--- config.mk ---
export PLATFORM = sky130hd
export DESIGN_NAME = note_sequencer
export DESIGN_NICKNAME = d
export VERILOG_FILES = /design/src/rtl/note_seq_pkg.sv /design/src/rtl/note_sequencer.sv
export SDC_FILE = /design/constraint.sdc
export NUM_CORES = 1
export LEC_CHECK = 0
export ABC_AREA = 1
export CAP_MARGIN = 20
export CORE_UTILIZATION = 27
export CTS_CLUSTER_DIAMETER = 50
export CTS_CLUSTER_SIZE = 16
export DETAILED_ROUTE_END_ITERATION = 12
export RECOVER_POWER = 25
export SLEW_MARGIN = 5
export SYNTH_ARGS = -nofsm -noshare
export SYNTH_HDL_FRONTEND = slang
export SYNTH_SLANG_ARGS = --single-unit
--- constraint.sdc ---
create_clock -name i_clk -period 3.5 [get_ports i_clk]
set_clock_uncertainty 0.05 [all_clocks]
set_input_delay 0.7 -clock i_clk [delete_from_list [all_inputs] [get_ports i_clk]]
set_output_delay 0.7 -clock i_clk [all_outputs]
set_load 0.01 [all_outputs]
--- src/rtl/note_seq_pkg.sv ---
// note_seq_pkg
// Shared definitions for the note sequencer and anything that builds or
// decodes song ROM images: note word layout, field widths, state encoding
// and a small unpack helper.
//   Word layout: [15:10] pitch, [9:5] duration, [4:1] instrument, [0] end flag.
package note_seq_pkg;

    localparam int WORD_W   = 16;
    localparam int PITCH_W  = 6;
    localparam int DUR_W    = 5;
    localparam int INSTR_W  = 4;
    localparam int END_BIT  = 0;
    // duration+1 can reach 32, so one bit wider than the duration field
    localparam int FRAMES_W = DUR_W + 1;

    // Field order matches the ROM bit layout MSB to LSB, so a plain cast unpacks.
    typedef struct packed {
        logic [PITCH_W-1:0] pitch;
        logic [DUR_W-1:0]   duration;
        logic [INSTR_W-1:0] instrument;
        logic               end_flag;
    } note_word_t;

    typedef enum logic [2:0] {
        ST_IDLE    = 3'd0,
        ST_FETCH   = 3'd1,
        ST_CAPTURE = 3'd2,
        ST_PLAY    = 3'd3,
        ST_DRAIN   = 3'd4
    } seq_state_t;

    function automatic note_word_t unpack_note(input logic [WORD_W-1:0] word);
        return note_word_t'(word);
    endfunction

endpackage

--- src/rtl/note_sequencer.sv ---
// note_sequencer
// Walks a song ROM of packed note words and presents pitch / duration /
// instrument to the note player on registered outputs. Each note is held for
// duration+1 frame strobes; the following word is prefetched while the current
// note plays so it can be committed on the very strobe that ends the note.
// Ports:
//   i_clk, i_rst      clock, asynchronous active-high reset
//   i_frame_stb       one-cycle frame tick shared with the player
//   i_start / i_stop  start from SONG_BASE when idle / abort playback
//   o_load            one-cycle pulse after new note fields are committed
//   o_pitch, o_duration, o_instrument   current note fields
//   o_busy            high whenever not idle
//   o_rom_addr        song ROM address (non-zero only while fetching)
//   i_rom_data        song ROM data, one cycle after the address
module note_sequencer
    import note_seq_pkg::*;
#(
    parameter int ADDR_WIDTH = 8,
    parameter int SONG_BASE  = 0,
    parameter int LOOP_ADDR  = 0,
    parameter int LOOP       = 1
) (
    input  logic                  i_clk,
    input  logic                  i_rst,
    input  logic                  i_frame_stb,
    input  logic                  i_start,
    input  logic                  i_stop,
    output logic                  o_load,
    output logic [PITCH_W-1:0]    o_pitch,
    output logic [DUR_W-1:0]      o_duration,
    output logic [INSTR_W-1:0]    o_instrument,
    output logic                  o_busy,
    output logic [ADDR_WIDTH-1:0] o_rom_addr,
    input  logic [WORD_W-1:0]     i_rom_data
);

    localparam logic [ADDR_WIDTH-1:0] BASE_A = ADDR_WIDTH'(SONG_BASE);
    localparam logic [ADDR_WIDTH-1:0] LOOP_A = ADDR_WIDTH'(LOOP_ADDR);

    seq_state_t            state_reg, state_next;
    logic [ADDR_WIDTH-1:0] addr_reg, addr_next;
    logic [WORD_W-1:0]     next_word_reg, next_word_next;
    logic                  next_valid_reg, next_valid_next;
    logic [FRAMES_W-1:0]   frames_left_reg, frames_left_next;
    logic                  end_seen_reg, end_seen_next;
    logic [PITCH_W-1:0]    pitch_reg, pitch_next;
    logic [DUR_W-1:0]      duration_reg, duration_next;
    logic [INSTR_W-1:0]    instrument_reg, instrument_next;
    logic                  load_reg, load_next;

    note_word_t rom_word;
    note_word_t commit_word;
    logic       commit;
    logic       frame_done;

    assign rom_word = unpack_note(i_rom_data);

    // The current note is over either already (counter at 0) or at this edge
    // (last remaining frame being consumed by a strobe right now).
    assign frame_done = (frames_left_reg == '0) ||
                        (i_frame_stb && frames_left_reg == FRAMES_W'(1));

    always_ff @(posedge i_clk or posedge i_rst) begin
        if (i_rst) begin
            state_reg       <= ST_IDLE;
            addr_reg        <= '0;
            next_word_reg   <= '0;
            next_valid_reg  <= 1'b0;
            frames_left_reg <= '0;
            end_seen_reg    <= 1'b0;
            pitch_reg       <= '0;
            duration_reg    <= '0;
            instrument_reg  <= '0;
            load_reg        <= 1'b0;
        end else begin
            state_reg       <= state_next;
            addr_reg        <= addr_next;
            next_word_reg   <= next_word_next;
            next_valid_reg  <= next_valid_next;
            frames_left_reg <= frames_left_next;
            end_seen_reg    <= end_seen_next;
            pitch_reg       <= pitch_next;
            duration_reg    <= duration_next;
            instrument_reg  <= instrument_next;
            load_reg        <= load_next;
        end
    end

    always_comb begin
        state_next       = state_reg;
        addr_next        = addr_reg;
        next_word_next   = next_word_reg;
        next_valid_next  = next_valid_reg;
        frames_left_next = frames_left_reg;
        end_seen_next    = end_seen_reg;
        pitch_next       = pitch_reg;
        duration_next    = duration_reg;
        instrument_next  = instrument_reg;
        load_next        = 1'b0;
        commit           = 1'b0;
        commit_word      = unpack_note(next_word_reg);

        // Strobes are counted in every active state, including FETCH/CAPTURE.
        if (state_reg != ST_IDLE && i_frame_stb && frames_left_reg != '0) begin
            frames_left_next = frames_left_reg - FRAMES_W'(1);
        end

        if (i_stop) begin
            state_next       = ST_IDLE;
            next_valid_next  = 1'b0;
            frames_left_next = '0;
        end else begin
            case (state_reg)
                ST_IDLE: begin
                    if (i_start) begin
                        addr_next        = BASE_A;
                        frames_left_next = '0;
                        state_next       = ST_FETCH;
                    end
                end
                ST_FETCH: begin
                    state_next = ST_CAPTURE;
                end
                ST_CAPTURE: begin
                    next_word_next  = i_rom_data;
                    next_valid_next = 1'b1;
                    addr_next       = rom_word.end_flag ? LOOP_A : addr_reg + 1'b1;
                    if (frame_done) begin
                        // First note or late prefetch: commit straight from
                        // the ROM bus rather than waiting a cycle.
                        commit      = 1'b1;
                        commit_word = rom_word;
                    end else begin
                        state_next = ST_PLAY;
                    end
                end
                ST_PLAY: begin
                    if (frame_done && next_valid_reg) begin
                        commit = 1'b1;
                    end
                end
                ST_DRAIN: begin
                    if (frame_done && end_seen_reg) begin
                        state_next = ST_IDLE;
                    end
                end
                default: begin
                    state_next = ST_IDLE;
                end
            endcase
        end

        if (commit) begin
            pitch_next       = commit_word.pitch;
            duration_next    = commit_word.duration;
            instrument_next  = commit_word.instrument;
            frames_left_next = {1'b0, commit_word.duration} + FRAMES_W'(1);
            end_seen_next    = commit_word.end_flag;
            next_valid_next  = 1'b0;
            load_next        = 1'b1;
            state_next       = (LOOP == 0 && commit_word.end_flag) ? ST_DRAIN : ST_FETCH;
        end
    end

    assign o_load       = load_reg;
    assign o_pitch      = pitch_reg;
    assign o_duration   = duration_reg;
    assign o_instrument = instrument_reg;
    assign o_busy       = (state_reg != ST_IDLE);
    assign o_rom_addr   = (state_reg == ST_FETCH) ? addr_reg : '0;

endmodule

==> impl_metrics.toml <==
[status]
run_status = "finished, final reports clean"

[sta]
whs_ns = 0.444
worstMarginPinSlew_ns = 0.588
relSlewSlack_pct = 60.8
rsz0062_at_grt = "false"
min_period_ns = 2.60
slew_violations = 0
hold_violations = 0
finalCritPeriodShare_pct = 74.4
final.setup.tns_ns = 0
fmax_mhz = 384
setup_viol = 0

[floorplan]
die_h_um = 101
io_pins = 46
die_w_um = 101
rows = 35
die-area_um2 = 10200
start_util_pct = 28.2
core-area_um2 = 9370

[power]
pwr_density_cell_nw_per_um2 = 756
p_leak_nw = 1.64
vdd.ir_drop.worst_v = 0.000215

[logic_synthesis]
synth.net_count = 368
synthCells = 340
synth_edf_count = 0
syn_avg_cell_area_um2 = 7.77
ys_seq_area_share_pct = 45.5
async_flop_share_pct = 100
yosys_warnings = 0
synth.cell_area_um2 = 2640
synth_seq_cells = 48
synth_cell_type_count = 30
ys.flop_type = "dfrtp_1"

[global_routing]
grt_antenna_before_repair = 0
grt_pass1_wl_um = 9670
grt.total_usage_pct = 12.1
grt_overflow_total = 0
grt_pass1_vias = 2139
grt_max_degree = 49

[critical_path]
start_kind = "flop"
r2r_cells = 9
worst-endpoint-arrival_ns = 1.85
cpMostUsedCell = "inv_1"
critical_path_class = "flop to primary output"
r2r-end = "o_pitch[0]"
timing.rr.start = "state_reg[0]"
crit_fanout = 8
worst_path_max_delay_cell = "clkdlybuf4s50_1"
path_cells = "inv_1 > ha_1 > nand2_1 > inv_1 > clkdlybuf4s50_1"
critPathCaptureType = "primary output"
r2r_setup_slack_ns = 1.38
cp.required_ns = 2.75
slowest_delay_ns = 0.52

[routing]
ant_nets = 0
vias = 2198
drc = 0
drt_first_pass_iters = 4
routed_wirelength_um = 5600
viasPerCell = 4.27
drt_iter0_markers = 88
wire_per_inst_um = 10.9

[clocking]
clkSlewWorstSetupHoldPaths_ns = 0.09
clkLatencyLatePin_ns = 0.30
cts_buffer_depth = 2
post_cts_resized = 0
post_cts_buffers = 0
htree_num_levels = 2
cts_buffers = 5
clockRootBuffer = "clkbuf_8"
cts_tree = "done"
ctsHoldBuffers = 0
numClockSinks = 48

[job]
maxCapViolations = 0

[worst_hold_path]
min-delay-start = "next_word_reg[4]"
whs_endpoint = "next_word_reg[4]"
hold_depth = 2
hp-class = "flop to flop"

[finish]
final_nets = 413
fin_util_pct = 35.4
syn_to_final_growth_pct = 25.5
layout_common_cells = "nand2_1, inv_1, dfrtp_1"
layout-drive-gt1-share_pct = 9.84
diodes = 0
mostFrequentLayoutCell = "nand2_1"
num-fill-cells = 1039
largest_reg_flops = 15

[placed_design]
port_buffers = 45
dpl.hpwl_um = 4190
gp_congestion = 0.789
[synthesized netlist by cell type, types with 2 or more instances]
master | number | area, um2
nand2_1 | 95 | 357
inv_1 | 55 | 206
dfrtp_1 | 48 | 1200
o21ai_1 | 24 | 120
o21ai_0 | 23 | 115
nand3_1 | 13 | 65.1
nor2_1 | 11 | 41.3
nand4_1 | 10 | 62.6
inv_2 | 8 | 30.0
nand2_2 | 8 | 50.1
ha_1 | 7 | 87.6
a21oi_1 | 5 | 25.0
clkbuf_1 | 4 | 15.0
nor2_4 | 4 | 45.0
a21oi_2 | 3 | 26.3
buf_4 | 3 | 22.5
o22ai_1 | 3 | 18.8
xor2_1 | 3 | 26.3
o21a_1 | 2 | 15.0
[worst max path at each step]
stage	cells past startpoint	slack (ns)	start	end
3_5_place_dp	7	0.90	i_stop	o_pitch[0]
6_report	5	0.90	state_reg[1]	o_rom_addr[7]
4_1_cts	5	0.86	state_reg[1]	o_rom_addr[7]
2_1_floorplan	1	1.61	i_rst	addr_reg[0]
3_3_place_gp	7	0.94	i_stop	o_instrument[2]
5_1_grt	5	0.79	state_reg[1]	o_rom_addr[0]
[per-layer routing]
metal  vias to the layer above  track usage (%)  wire, um
met5                         -                0         0
met4                         0             4.12       102
met3                         9             2.36       204
met2                        38             18.9      2520
met1                       995             16.7      2780
li1                       1156                -         -
[through the flow]
stage / cells / power (mW) / instance area (um2) / setup slack [ns]
2_1_floorplan: 340 / 1.80 / 2640 / 1.61
3_3_place_gp: 506 / 2.17 / 3210 / 0.935
3_5_place_dp: 506 / 2.20 / 3210 / 0.898
4_1_cts: 514 / 2.54 / 3290 / 0.859
5_1_grt: 515 / 2.75 / 3310 / 0.788
6_report: 515 / 2.51 / 3310 / 0.895
[critical path, delay by kind of cell, from the launching register on]
| kind | cells | cell delay (ns) |
|---|---|---|
| buffers and inverters | 3 | 0.67 |
| adder cells (fa/ha/maj) | 1 | 0.35 |
| flip-flops | 1 | 0.42 |
| AND/OR/NAND/NOR | 1 | 0.11 |
[layout make-up]
cell class | instances | area, um2 | share of cell area, %
timing repair buffer | 47 | 478 | 14.4
clock inverter | 3 | 18.8 | 0.566
sequential | 48 | 1200 | 36.2
inverter | 63 | 236 | 7.13
tap | 129 | 161 | 4.87
clock buffer | 5 | 68.8 | 2.08
multi-input combinational | 220 | 1150 | 34.7
[power breakdown]
group | switching, mW | internal [mW] | leakage (nW)
Clock | 0.186 | 0.139 | 0.0479
Combinational | 0.787 | 0.509 | 0.969
Sequential | 0.130 | 0.757 | 0.624
Total | 1.10 | 1.40 | 1.64
[cells by family (layout without fill, tap and decap cells)]
logic type / count (synthesis) / count (layout) / share of synthesized area, %
and+or+nand+nor: 147 / 147 / 26.3
buffers and inverters: 72 / 118 / 11.0
AOI/OAI and AO/OA: 63 / 63 / 12.9
DFF: 48 / 48 / 45.5
adders and majority gates: 7 / 7 / 3.32
xor gates and xnor gates: 3 / 3 / 0.995
Note: power is estimated with default switching activity, not from simulation.
